## src/rtl/cpu_io_pkg.sv

```systemverilog
// Shared constants for cpu_io_port: per-channel register offsets, register stride
// and the edge-capture arm limit.
package cpu_io_pkg;

  localparam int unsigned REG_STRIDE = 4;

  localparam logic [1:0] OFS_OUT  = 2'd0;
  localparam logic [1:0] OFS_DIR  = 2'd1;
  localparam logic [1:0] OFS_IN   = 2'd2;
  localparam logic [1:0] OFS_EDGE = 2'd3;

  localparam logic [1:0] ARM_MAX = 2'd3;

  typedef enum logic [1:0] {
    REG_OUT  = OFS_OUT,
    REG_DIR  = OFS_DIR,
    REG_IN   = OFS_IN,
    REG_EDGE = OFS_EDGE
  } reg_ofs_e;

  typedef logic [1:0] arm_cnt_t;

endpackage

```

## src/rtl/cpu_io_port_if.sv

```systemverilog
// cpu data-bus view of cpu_io_port: write side (addr_w/data_w/we) and
// registered read side (addr_r/data_r).
interface cpu_io_port_if #(
  parameter int unsigned ADDR_W = 8,
  parameter int unsigned WIDTH  = 8
);

  logic [ADDR_W-1:0] addr_w;
  logic [WIDTH-1:0]  data_w;
  logic              we;
  logic [ADDR_W-1:0] addr_r;
  logic [WIDTH-1:0]  data_r;

  modport master (
    output addr_w,
    output data_w,
    output we,
    output addr_r,
    input  data_r
  );

  modport slave (
    input  addr_w,
    input  data_w,
    input  we,
    input  addr_r,
    output data_r
  );

endinterface

```

## src/rtl/io_sync_edge.sv

```systemverilog
// Per-channel input path: two-flop synchroniser for asynchronous pins, a
// previous-sample register and the resulting rising-edge vector.
module io_sync_edge #(
  parameter int unsigned WIDTH = 8
) (
  input  logic             i_clk,
  input  logic             i_rst,
  input  logic [WIDTH-1:0] i_pin,
  output logic [WIDTH-1:0] o_sync,
  output logic [WIDTH-1:0] o_rise
);

  logic [WIDTH-1:0] r_sync1;
  logic [WIDTH-1:0] r_sync2;
  logic [WIDTH-1:0] r_prev;

  always_ff @(posedge i_clk or posedge i_rst) begin
    if (i_rst) begin
      r_sync1 <= '0;
      r_sync2 <= '0;
      r_prev  <= '0;
    end else begin
      r_sync1 <= i_pin;
      r_sync2 <= r_sync1;
      r_prev  <= r_sync2;
    end
  end

  assign o_sync = r_sync2;
  assign o_rise = r_sync2 & ~r_prev;

endmodule

```

## src/rtl/cpu_io_port.sv

```systemverilog
// Memory-mapped multi-channel I/O port: OUT/DIR/IN/EDGE registers per channel.
// Define CPU_IO_PORT_IRQ_EN to build the rising-edge flags, arm counter and irq.
module cpu_io_port
  import cpu_io_pkg::*;
#(
  parameter int unsigned       WIDTH     = 8,
  parameter int unsigned       CHANNELS  = 2,
  parameter int unsigned       ADDR_W    = 8,
  parameter logic [ADDR_W-1:0] BASE_ADDR = 8'hF0
) (
  input  logic                      clk,
  input  logic                      reset,
  cpu_io_port_if.slave              bus,
  input  logic [CHANNELS*WIDTH-1:0] pin_in,
  output logic [CHANNELS*WIDTH-1:0] pin_out,
  output logic [CHANNELS*WIDTH-1:0] pin_oe,
  output logic                      irq
);

  logic [CHANNELS-1:0][WIDTH-1:0] w_ch_rd;
  logic [WIDTH-1:0][CHANNELS-1:0] w_rd_tr;
  logic [WIDTH-1:0]               w_rd;

`ifdef CPU_IO_PORT_IRQ_EN
  logic [CHANNELS-1:0] w_ch_flag;
  arm_cnt_t            r_arm;
  logic                w_armed;
  logic                r_irq;
`endif

  for (genvar c = 0; c < CHANNELS; c++) begin : g_ch
    localparam logic [ADDR_W-1:0] CH_BASE = BASE_ADDR + ADDR_W'(REG_STRIDE * c);

    logic [ADDR_W-1:0] w_wofs;
    logic [ADDR_W-1:0] w_rofs;
    logic              w_wsel;
    logic              w_rsel;
    reg_ofs_e          w_wreg;
    reg_ofs_e          w_rreg;
    logic [WIDTH-1:0]  r_out;
    logic [WIDTH-1:0]  r_dir;
    logic [WIDTH-1:0]  w_in;
    logic [WIDTH-1:0]  w_rise;
    logic [WIDTH-1:0]  w_flag;

    // Distance from the channel base over the full address width; addresses
    // below the base wrap to large values and fall outside the 4-entry slot.
    assign w_wofs = bus.addr_w - CH_BASE;
    assign w_rofs = bus.addr_r - CH_BASE;
    assign w_wsel = bus.we && (w_wofs < ADDR_W'(REG_STRIDE));
    assign w_rsel = (w_rofs < ADDR_W'(REG_STRIDE));
    assign w_wreg = reg_ofs_e'(w_wofs[1:0]);
    assign w_rreg = reg_ofs_e'(w_rofs[1:0]);

    io_sync_edge #(
      .WIDTH (WIDTH)
    ) u_sync (
      .i_clk  (clk),
      .i_rst  (reset),
      .i_pin  (pin_in[c*WIDTH +: WIDTH]),
      .o_sync (w_in),
      .o_rise (w_rise)
    );

    always_ff @(posedge clk or posedge reset) begin
      if (reset) begin
        r_out <= '0;
        r_dir <= '0;
      end else begin
        if (w_wsel && (w_wreg == REG_OUT)) r_out <= bus.data_w;
        if (w_wsel && (w_wreg == REG_DIR)) r_dir <= bus.data_w;
      end
    end

`ifdef CPU_IO_PORT_IRQ_EN
    logic [WIDTH-1:0] r_flag;
    logic [WIDTH-1:0] w_clr;

    assign w_clr = (w_wsel && (w_wreg == REG_EDGE)) ? bus.data_w : '0;

    // OR-ing the rise in after the clear lets a new edge win over a same-cycle clear.
    always_ff @(posedge clk or posedge reset) begin
      if (reset) r_flag <= '0;
      else       r_flag <= (r_flag & ~w_clr) | (w_rise & {WIDTH{w_armed}});
    end

    assign w_flag       = r_flag;
    assign w_ch_flag[c] = |r_flag;
`else
    logic w_unused_rise;
    assign w_unused_rise = ^w_rise;
    assign w_flag        = '0;
`endif

    always_comb begin
      w_ch_rd[c] = '0;
      if (w_rsel) begin
        case (w_rreg)
          REG_OUT:  w_ch_rd[c] = r_out;
          REG_DIR:  w_ch_rd[c] = r_dir;
          REG_IN:   w_ch_rd[c] = w_in;
          REG_EDGE: w_ch_rd[c] = w_flag;
        endcase
      end
    end

    assign pin_out[c*WIDTH +: WIDTH] = r_out;
    assign pin_oe[c*WIDTH +: WIDTH]  = r_dir;
  end

  // At most one channel selects a non-zero value, so the read mux is a per-bit OR.
  for (genvar b = 0; b < WIDTH; b++) begin : g_rd_bit
    for (genvar c = 0; c < CHANNELS; c++) begin : g_rd_ch
      assign w_rd_tr[b][c] = w_ch_rd[c][b];
    end
    assign w_rd[b] = |w_rd_tr[b];
  end

  always_ff @(posedge clk or posedge reset) begin
    if (reset) bus.data_r <= '0;
    else       bus.data_r <= w_rd;
  end

`ifdef CPU_IO_PORT_IRQ_EN
  always_ff @(posedge clk or posedge reset) begin
    if (reset) begin
      r_arm <= '0;
      r_irq <= 1'b0;
    end else begin
      if (r_arm != ARM_MAX) r_arm <= r_arm + 2'd1;
      r_irq <= |w_ch_flag;
    end
  end

  assign w_armed = (r_arm == ARM_MAX);
  assign irq     = r_irq;
`else
  assign irq = 1'b0;
`endif

endmodule

```

## src/flat_wrapper.sv

```systemverilog
// flat-port wrapper written by rule: the top's interface ports become plain ports
module cpu_io_port_flat import cpu_io_pkg::*;
#(
  parameter int unsigned       WIDTH     = 8,
  parameter int unsigned       CHANNELS  = 2,
  parameter int unsigned       ADDR_W    = 8,
  parameter logic [ADDR_W-1:0] BASE_ADDR = 8'hF0
)
  (clk, reset, pin_in, pin_out, pin_oe, irq, bus_addr_w, bus_data_w, bus_we, bus_addr_r, bus_data_r);
  cpu_io_port_if #(.ADDR_W(ADDR_W), .WIDTH(WIDTH)) bus_i ();
  input  logic clk;
  input  logic reset;
  input  logic [CHANNELS*WIDTH-1:0] pin_in;
  output logic [CHANNELS*WIDTH-1:0] pin_out;
  output logic [CHANNELS*WIDTH-1:0] pin_oe;
  output logic irq;
  input wire logic [$bits(bus_i.addr_w)-1:0] bus_addr_w;
  input wire logic [$bits(bus_i.data_w)-1:0] bus_data_w;
  input wire logic [$bits(bus_i.we)-1:0] bus_we;
  input wire logic [$bits(bus_i.addr_r)-1:0] bus_addr_r;
  output wire logic [$bits(bus_i.data_r)-1:0] bus_data_r;
  assign bus_i.addr_w = bus_addr_w;
  assign bus_i.data_w = bus_data_w;
  assign bus_i.we = bus_we;
  assign bus_i.addr_r = bus_addr_r;
  assign bus_data_r = bus_i.data_r;
  cpu_io_port #(.WIDTH(WIDTH), .CHANNELS(CHANNELS), .ADDR_W(ADDR_W), .BASE_ADDR(BASE_ADDR)) u_core (.clk(clk), .reset(reset), .bus(bus_i), .pin_in(pin_in), .pin_out(pin_out), .pin_oe(pin_oe), .irq(irq));
endmodule
```

## config.mk

```make
export PLATFORM = sky130hd
export DESIGN_NAME = cpu_io_port_flat
export DESIGN_NICKNAME = d
export VERILOG_FILES = /design/src/rtl/cpu_io_pkg.sv /design/src/rtl/cpu_io_port_if.sv /design/src/rtl/io_sync_edge.sv /design/src/rtl/cpu_io_port.sv /design/src/flat_wrapper.sv
export SDC_FILE = /design/constraint.sdc
export NUM_CORES = 1
export LEC_CHECK = 0
export CAP_MARGIN = 0
export CORE_MARGIN = 4
export CORE_UTILIZATION = 30
export DETAILED_ROUTE_END_ITERATION = 6
export PLACE_DENSITY_LB_ADDON = 0.15
export SETUP_SLACK_MARGIN = 0.4
export SLEW_MARGIN = 20
export SYNTH_ARGS = -nofsm -noshare
export SYNTH_HDL_FRONTEND = slang
export SYNTH_SLANG_ARGS = --single-unit
```

## constraint.sdc

```tcl
create_clock -name clk -period 2.1 [get_ports clk]
set_input_delay 0.21 -clock clk [delete_from_list [all_inputs] [get_ports clk]]
set_output_delay 0.21 -clock clk [all_outputs]
set_load 0.02 [all_outputs]
```

Word level (Yosys, flattened, before mapping):

Index checks and enable logic that the tools add are counted.

* bits in registers: 72
* input port bits: 43
* output and inout port bits: 41
* word-level logic and storage cells: 47

* add/sub/neg operators: 4
* magnitude comparators: 4
* eq/ne operators: 8
* multiplexer cells: 4
* reductions and logical operators: 18

Operator list (count)
* 8-bit case mux with 4 select lines: 2
* 8-bit by 3-bit < comparator with 1-bit output (second input constant): 4
* 8-bit subtractor (second input constant): 4
* 8-bit two-way mux: 2
* 2-bit OR reduction: 8
* 2-bit by 1-bit == test with 1-bit output (second input constant): 4
* 2-bit == test (second input constant): 4
* 2-bit zero test: 4
* 1-bit logical AND: 6

Longest topological paths before layout:

* word-level depth: 5
* mapped depth: 6
* gate-level depth less buffers: 3

Hierarchy:

From an unflattened synthesis, not the netlist that was laid out.

* cell total of the unflattened synthesis: 202
* area, all modules: 3347.0 µm²

By module, submodules not included
* cpu_io_port: instances 1, cells each 136, area an instance 1918.1 µm²
* io_sync_edge: instances 2, cells each 33, area an instance 714.4 µm²

Least setup slack after synthesis:

Ideal clock, no wire load.

* path kind: input to register
* start: input bus_addr_w[1]
* end: register u_core.g_ch[1].r_dir[0]
* setup time: 0.125 ns
* arrival time: 1.244 ns
* required time: 1.975 ns
* setup slack: 0.731 ns
* cell stages on the path: 4
* path buffers: 1
* cells stage by stage: nand4b_4 > or3b_1 > buf_6 > mux2_4

* longest elaborated chain between the ends: 4

RTL lines
* start: declaration: RTL line flat_wrapper.sv:17 `input wire logic [$bits(bus_i.addr_w)-1:0] bus_addr_w;`
* 8-bit subtractor *: RTL line cpu_io_port.sv:48 `assign w_wofs = bus.addr_w - CH_BASE;`
* 8-bit by 3-bit < comparator with 1-bit output: RTL line cpu_io_port.sv:50 `assign w_wsel = bus.we && (w_wofs < ADDR_W'(REG_STRIDE));`
* 1-bit logical AND: RTL line cpu_io_port.sv:50
* 1-bit logical AND *: RTL line cpu_io_port.sv:71 `if (w_wsel && (w_wreg == REG_DIR)) r_dir <= bus.data_w;`
* end signal: assignment: RTL line cpu_io_port.sv:71
* end: declaration: RTL line cpu_io_port.sv:41 `logic [WIDTH-1:0] r_dir;`

Mark *: on every way between the ends. The rest lies on a longest branch, timed or not.
A chain may end at the register's enable or synchronous reset.

Final worst setup path:

* start: input bus_we
* end: register u_core.g_ch[1].r_dir[6]

* longest elaborated chain between the ends: 2

RTL lines
* start: declaration: RTL line flat_wrapper.sv:19 `input wire logic [$bits(bus_i.we)-1:0] bus_we;`
* 1-bit logical AND: RTL line cpu_io_port.sv:50
* 1-bit logical AND: RTL line cpu_io_port.sv:71

No other way between the ends.

==> impl_metrics.json <==
{
  "outcome": "finished, final reports clean",
  "totalNegativeSetupSlack_ps": 0,
  "place_inst": 361,
  "min_period_ps": 1580,
  "dieArea_mm2": 0.0108,
  "syn_inst": 166,
  "synth_top_area_cell": "dfrtp_1",
  "dp_hpwl_um": 4670,
  "grt_pass1_vias": 1846,
  "crit_fanout": 8,
  "clkPwrFrac_pct": 37.0,
  "io_buffers": 82,
  "yosys.cell_types.count": 22,
  "cts_resized": 0,
  "clk_pin_slew_ps": 80,
  "sw_frac_of_total_pct": 23.0,
  "grt_usage_pct": 11.9,
  "drt-total-wl_um": 6050,
  "period_share_pct": 75.1,
  "netlist_area_mm2": 0.00276,
  "finish.utilization_pct": 45.0,
  "rsz0062_at_grt": "no",
  "start_util_pct": 31.2,
  "r2r_start": "u_core.g_ch[1].r_dir[2]",
  "gp_congestion": 0.672,
  "max_stage_delay_ps": 510,
  "synthTopCellsByArea": "dfrtp_1 (65%), mux2_2 (9.8%), mux2i_1 (5.8%)",
  "clkSinkCount": 72,
  "p_int_mw": 2.21,
  "p_per_area_mw_per_mm2": 721,
  "ir_drop_uv": 282,
  "grt_max_degree": 32,
  "drtIter0Drc": 20,
  "synthDominantCellAreaShare_pct": 65.4,
  "area_delta_synth_final_pct": 44.4,
  "synthArstFlopShare_pct": 100,
  "required_ps": 2310,
  "timing.final.ws_setup_ps": 522,
  "ctsHoldBuffers": 0,
  "path_cells": "clkdlybuf4s50_1 -> nand4b_4 -> or3b_1 -> buf_4 -> mux2_4",
  "dieWidth_um": 104,
  "viasPerCell": 4.56,
  "dr_total_vias": 1719,
  "drv_cap": 0,
  "drc_errors": 0,
  "antenna_found_initial": 0,
  "drtAntennaViolNets": 0,
  "crit_buf_inv": 2,
  "row_count": 34,
  "yosysWarnings": 0,
  "cp_top_family": "buffers and inverters",
  "cts_tree": "yes",
  "hold_viol": 0,
  "dp_slack_ps": 151,
  "cts_root_buf": "clkbuf_8",
  "numCtsBuffers": 9,
  "syn_area_per_cell_um2": 16.6,
  "critPathKind": "in -> reg",
  "hp-class": "in -> async",
  "worst_slew_pin_slew_ps": 609,
  "insertion_delay_ps": 330,
  "skew_ps": 7.20,
  "postCtsSetupRepairBufs": 0,
  "synth-edff-count": 0,
  "worstPathArrival_ps": 1790,
  "syn_nets": 209,
  "power.share.sequential_pct": 51.6,
  "nFillCells": 810,
  "overflow": 0,
  "synth_top_cells_by_count": "dfrtp_1 (72), mux2_2 (24), mux2i_1 (16), o2bb2ai_1 (16)",
  "final_cells": 377,
  "p_comb_share_pct": 11.5,
  "p_sw_uw": 660,
  "n_antenna_cell": 0,
  "startpoint": "bus_we",
  "p_leak_nw": 1.79,
  "power.total_mw": 2.87,
  "critPathSlowestCell": "clkdlybuf4s50_1",
  "synth-seq-cells": 72,
  "slew_headroom_pct": 59.2,
  "synth_ff_type": "dfrtp_1",
  "nets": 307,
  "core_mm2": 0.00885,
  "fmaxAchievable_mhz": 634,
  "startpoint_type": "input pin",
  "setup_viol": 0,
  "drt-pass1-iter-count": 3,
  "die_h_um": 104,
  "drv_slew": 0,
  "critPathCaptureType": "flop",
  "yosysSeqAreaShare_pct": 65.4,
  "h-tree-depth": 3,
  "grt_pass1_wl_um": 10000,
  "wire_per_inst_um": 16.0,
  "yosysMostFrequentCell": "dfrtp_1",
  "drive_gt1_share_pct": 24.5,
  "pin_count": 84,
  "clk_path_buf_depth": 2
}
## per-stage QoR
stage               hold WS [ps]  instance area [um2]
floorplan                    241                 2760
global placement             334                 3780
detailed placement           336                 3780
CTS                          215                 3980
global route                 242                 3980
finish                       214                 3980
## cell type report
class,instances,area [um2],area share (%)
Clock inverter,5,56.3,1.41
Timing Repair Buffer,95,931,23.4
Sequential cell,72,1800,45.3
Inverter,2,11.3,0.283
Multi-Input combinational cell,84,903,22.7
Clock buffer,11,141,3.55
Tap cell,108,135,3.40
## power groups by stage
| stage | combinational [mW] | clock (mW) | sequential [mW] |
|---|---|---|---|
| floorplan | 0.109 | 0 | 1.54 |
| global placement | 0.329 | 0 | 1.51 |
| detailed placement | 0.334 | 0 | 1.51 |
| CTS | 0.335 | 1.10 | 1.48 |
| global route | 0.355 | 1.17 | 1.49 |
| finish | 0.329 | 1.06 | 1.48 |
## logic make-up (layout without fill, tap and decap cells)
family	count (synthesis)	in the layout	synth area share, %
flip-flops	72	72	65.4
multiplexers	48	48	20.0
AO/OA/AOI/OAI	24	24	7.63
AND/OR/NAND/NOR	11	11	4.95
buffers and inverters	10	113	1.95
other	1	1	0.136
## state kept, by name (all words and copies together) (netlist names)
| name | cells |
|---|---|
| u_core.g_ch.u_sync.r_sync1 | 16 |
| u_core.bus.data_r | 8 |
| u_core.g_ch.u_sync.o_sync | 16 |
| u_core.g_ch.r_out | 16 |
| u_core.g_ch.r_dir | 16 |
## worst paths after layout
path	cells past startpoint	slack, ps	endpoint
worst min-delay path	2	210	u_core.bus.data_r[5]
worst max-delay path	5	520	u_core.g_ch[1].r_dir[6]
worst max register to register	3	1020	u_core.bus.data_r[2]
min in group clk	1	310	u_core.g_ch[1].u_sync.r_sync1[0]
worst min register to register	0	350	u_core.g_ch[0].u_sync.o_sync[5]
max in group asynchronous	3	1350	u_core.g_ch[0].r_dir[1]
## placed cells by master, fill, tap and decap left out, types with 2 or more instances in the layout
master and instances:
a22o_1 8, buf_4 12, clkbuf_8 10, clkdlybuf4s50_1 82, clkinv_2 2, clkinvlp_4 2, dfrtp_1 72, mux2_2 24
mux2_4 8, mux2i_1 16, nor4_4 2, o2bb2ai_1 16
## routing by layer
layer	GRT usage [%]	wire (um)
met2	19.3	3000
met3	4.28	309
met1	14.8	2680
met5	0	0
met4	3.70	64
No activity file was read; power rests on OpenSTA's default activity.
==> patch, RTL diff (config.mk and constraints unchanged) <==
Build with the macro `CPU_IO_PORT_IRQ_EN` defined.
--- a/src/rtl/cpu_io_port.sv
+++ b/src/rtl/cpu_io_port.sv
@@ -1,4 +1,6 @@
 // Memory-mapped multi-channel I/O port: OUT/DIR/IN/EDGE registers per channel.
 // Define CPU_IO_PORT_IRQ_EN to build the rising-edge flags, arm counter and irq.
+`define CPU_IO_PORT_IRQ_EN
+
 module cpu_io_port
   import cpu_io_pkg::*;
Function: changed (a bounded check fails within 10 cycles, from zero or initial values and one cycle with reset high).
==> patch against the original RTL <==
  * Sequential cell count is 35 higher
  * Wire length is 66% higher
  * Setup slack worse by 0.022 ns
  * Design area is 41% higher
  * Power is 48% higher
  * Area after synthesis is 51% higher
  * Clock skew is 0.00056 ns lower
  * Sequential power is 48% higher
  * Critical endpoint is now pin_out[6]
==> patch: results <==
{
  "wl_um": 10100,
  "crit_path_max_fanout": 3,
  "grt_util_met3_pct": 3.30,
  "drtIter0Drc": 173,
  "switchingPower_mw": 0.944,
  "synthTopCellsByCount": "dfrtp_1 (107), mux2_2 (32), inv_1 (27), nand2_1 (25)",
  "hold_path.class": "in -> reg",
  "leakagePower_nw": 2.37,
  "status": "finished, final reports clean",
  "grt_pass1_vias": 2754,
  "firstDrtPassIters": 4,
  "cts_setup_buffers": 0,
  "synth.avg_cell_area_um2": 15.1,
  "grtUsageMet2_pct": 20.4,
  "maxCapViolCount": 0,
  "synth.top_cells.by_area": "dfrtp_1 (64%), mux2_2 (8.7%), mux4_2 (8.7%), nand3b_1 (2.9%), inv_1 (2.4%)",
  "skew_ns": 0.00664,
  "worst_r2r_startpoint": "u_core.g_ch[0].r_flag[3]$_DFF_PP0_",
  "synthesis.nets": 320,
  "min_from": "pin_in[15]",
  "synth-compound-area-share_pct": 4.46,
  "clockRootBuffer": "clkbuf_16",
  "synth-adder-area-share_pct": 0.301,
  "arrival_ns": 1.39,
  "hpwlAfterDp_um": 6690,
  "critPathLaunch": "u_core.g_ch[0].r_out[6]$_DFFE_PP0P_",
  "slowest_stage": "clkdlybuf4s50_1",
  "yosysSeqAreaShare_pct": 64.4,
  "clock_latency_ns": 0.34,
  "clockBufferDepth": 2,
  "tightestPinTransition_ns": 0.591,
  "cts_resized": 0,
  "h-tree-depth": 3,
  "grt_first_pass_wirelength_um": 16000,
  "vias": 2538,
  "synth_async_sr_flop_share_pct": 100,
  "drive_above_1_share_pct": 21.8,
  "numCtsBuffers": 9,
  "nets": 417,
  "grt_max_degree": 108,
  "grtUsageTotal_pct": 13.3,
  "io_buffers": 83,
  "antenna_found_initial": 0,
  "wl_per_cell_um": 18.2,
  "max_stage_delay_ns": 0.63,
  "diodes": 0,
  "placed_area_mm2": 0.00531,
  "drc": 0,
  "crit_family": "buffers and inverters",
  "synth-xor-area-share_pct": 0.211,
  "path_clk_slew_ns": 0.07,
  "vdd_drop_max_mv": 0.324,
  "yosys_warnings": 0,
  "synth_cell_types": 28,
  "muxShareOfSynthArea_pct": 17.6,
  "gp_congestion": 0.757,
  "use_met1_pct": 18.2,
  "dp.cells": 538
}
==> patch: metrics by stage <==
stage | utilization [%] | setup WS, ns
after floorplan | - | 0.602
after global placement | 39.6 | 0.201
after detailed placement | 39.6 | 0.171
after CTS | 41.7 | 0.476
after global routing | 41.7 | 0.453
final | 41.7 | 0.500
==> patch: cell type report <==
| cell class | instances | area, um^2 |
|---|---|---|
| multi-input combinational | 131 | 1320 |
| clock inverter | 3 | 40.0 |
| timing repair buffer | 97 | 986 |
| inverter | 27 | 105 |
| clock buffer | 11 | 243 |
| fill | 1250 | 7810 |
| tap | 176 | 220 |
| sequential | 107 | 2680 |
==> patch: worst register-to-register path: stages, from the launching register on <==
cell and delay (ns):
dfrtp_1 0.41, nor4_1 0.52, nand4_1 0.16
==> patch: kinds of logic after synthesis <==
| logic type | count (synthesis) |
|---|---|
| flip-flops | 107 |
| AO/OA/AOI/OAI | 25 |
| adder cells (fa/ha/maj) | 1 |
| buffers and inverters | 38 |
| AND/OR/NAND/NOR | 55 |
| XOR/XNOR | 1 |
| multiplexers | 49 |
==> patch: path summary, 6_finish.rpt <==
path	slack, ns	cells past startpoint	to
min	0.30	1	u_core.g_ch[1].u_sync.r_sync1[7]$_DFF_PP0_
max in group asynchronous	1.31	3	u_core.g_ch[1].r_flag[4]$_DFF_PP0_
min reg2reg	0.35	0	u_core.g_ch[1].u_sync.o_sync[4]$_DFF_PP0_
max	0.50	1	pin_out[6]
max reg2reg	0.87	2	u_core.irq$_DFF_PP0_
min in group asynchronous	0.38	3	u_core.g_ch[1].u_sync.r_prev[7]$_DFF_PP0_
==> patch: power by group through the flow <==
| stage | logic [mW] | registers [mW] | clock network, mW |
|---|---|---|---|
| floorplan | 0.167 | 2.25 | 0 |
| global placement | 0.411 | 2.23 | 0 |
| detailed placement | 0.413 | 2.23 | 0 |
| CTS | 0.414 | 2.19 | 1.71 |
| global route | 0.439 | 2.20 | 1.79 |
| finish | 0.405 | 2.19 | 1.65 |
==> patch: routing by layer <==
layer  vias to the layer above  part of all wire, %
met5                         -                    0
met4                         0                  1.8
met3                        13                  4.8
met2                        64                   46
met1                      1277                   47
li1                       1184                    -
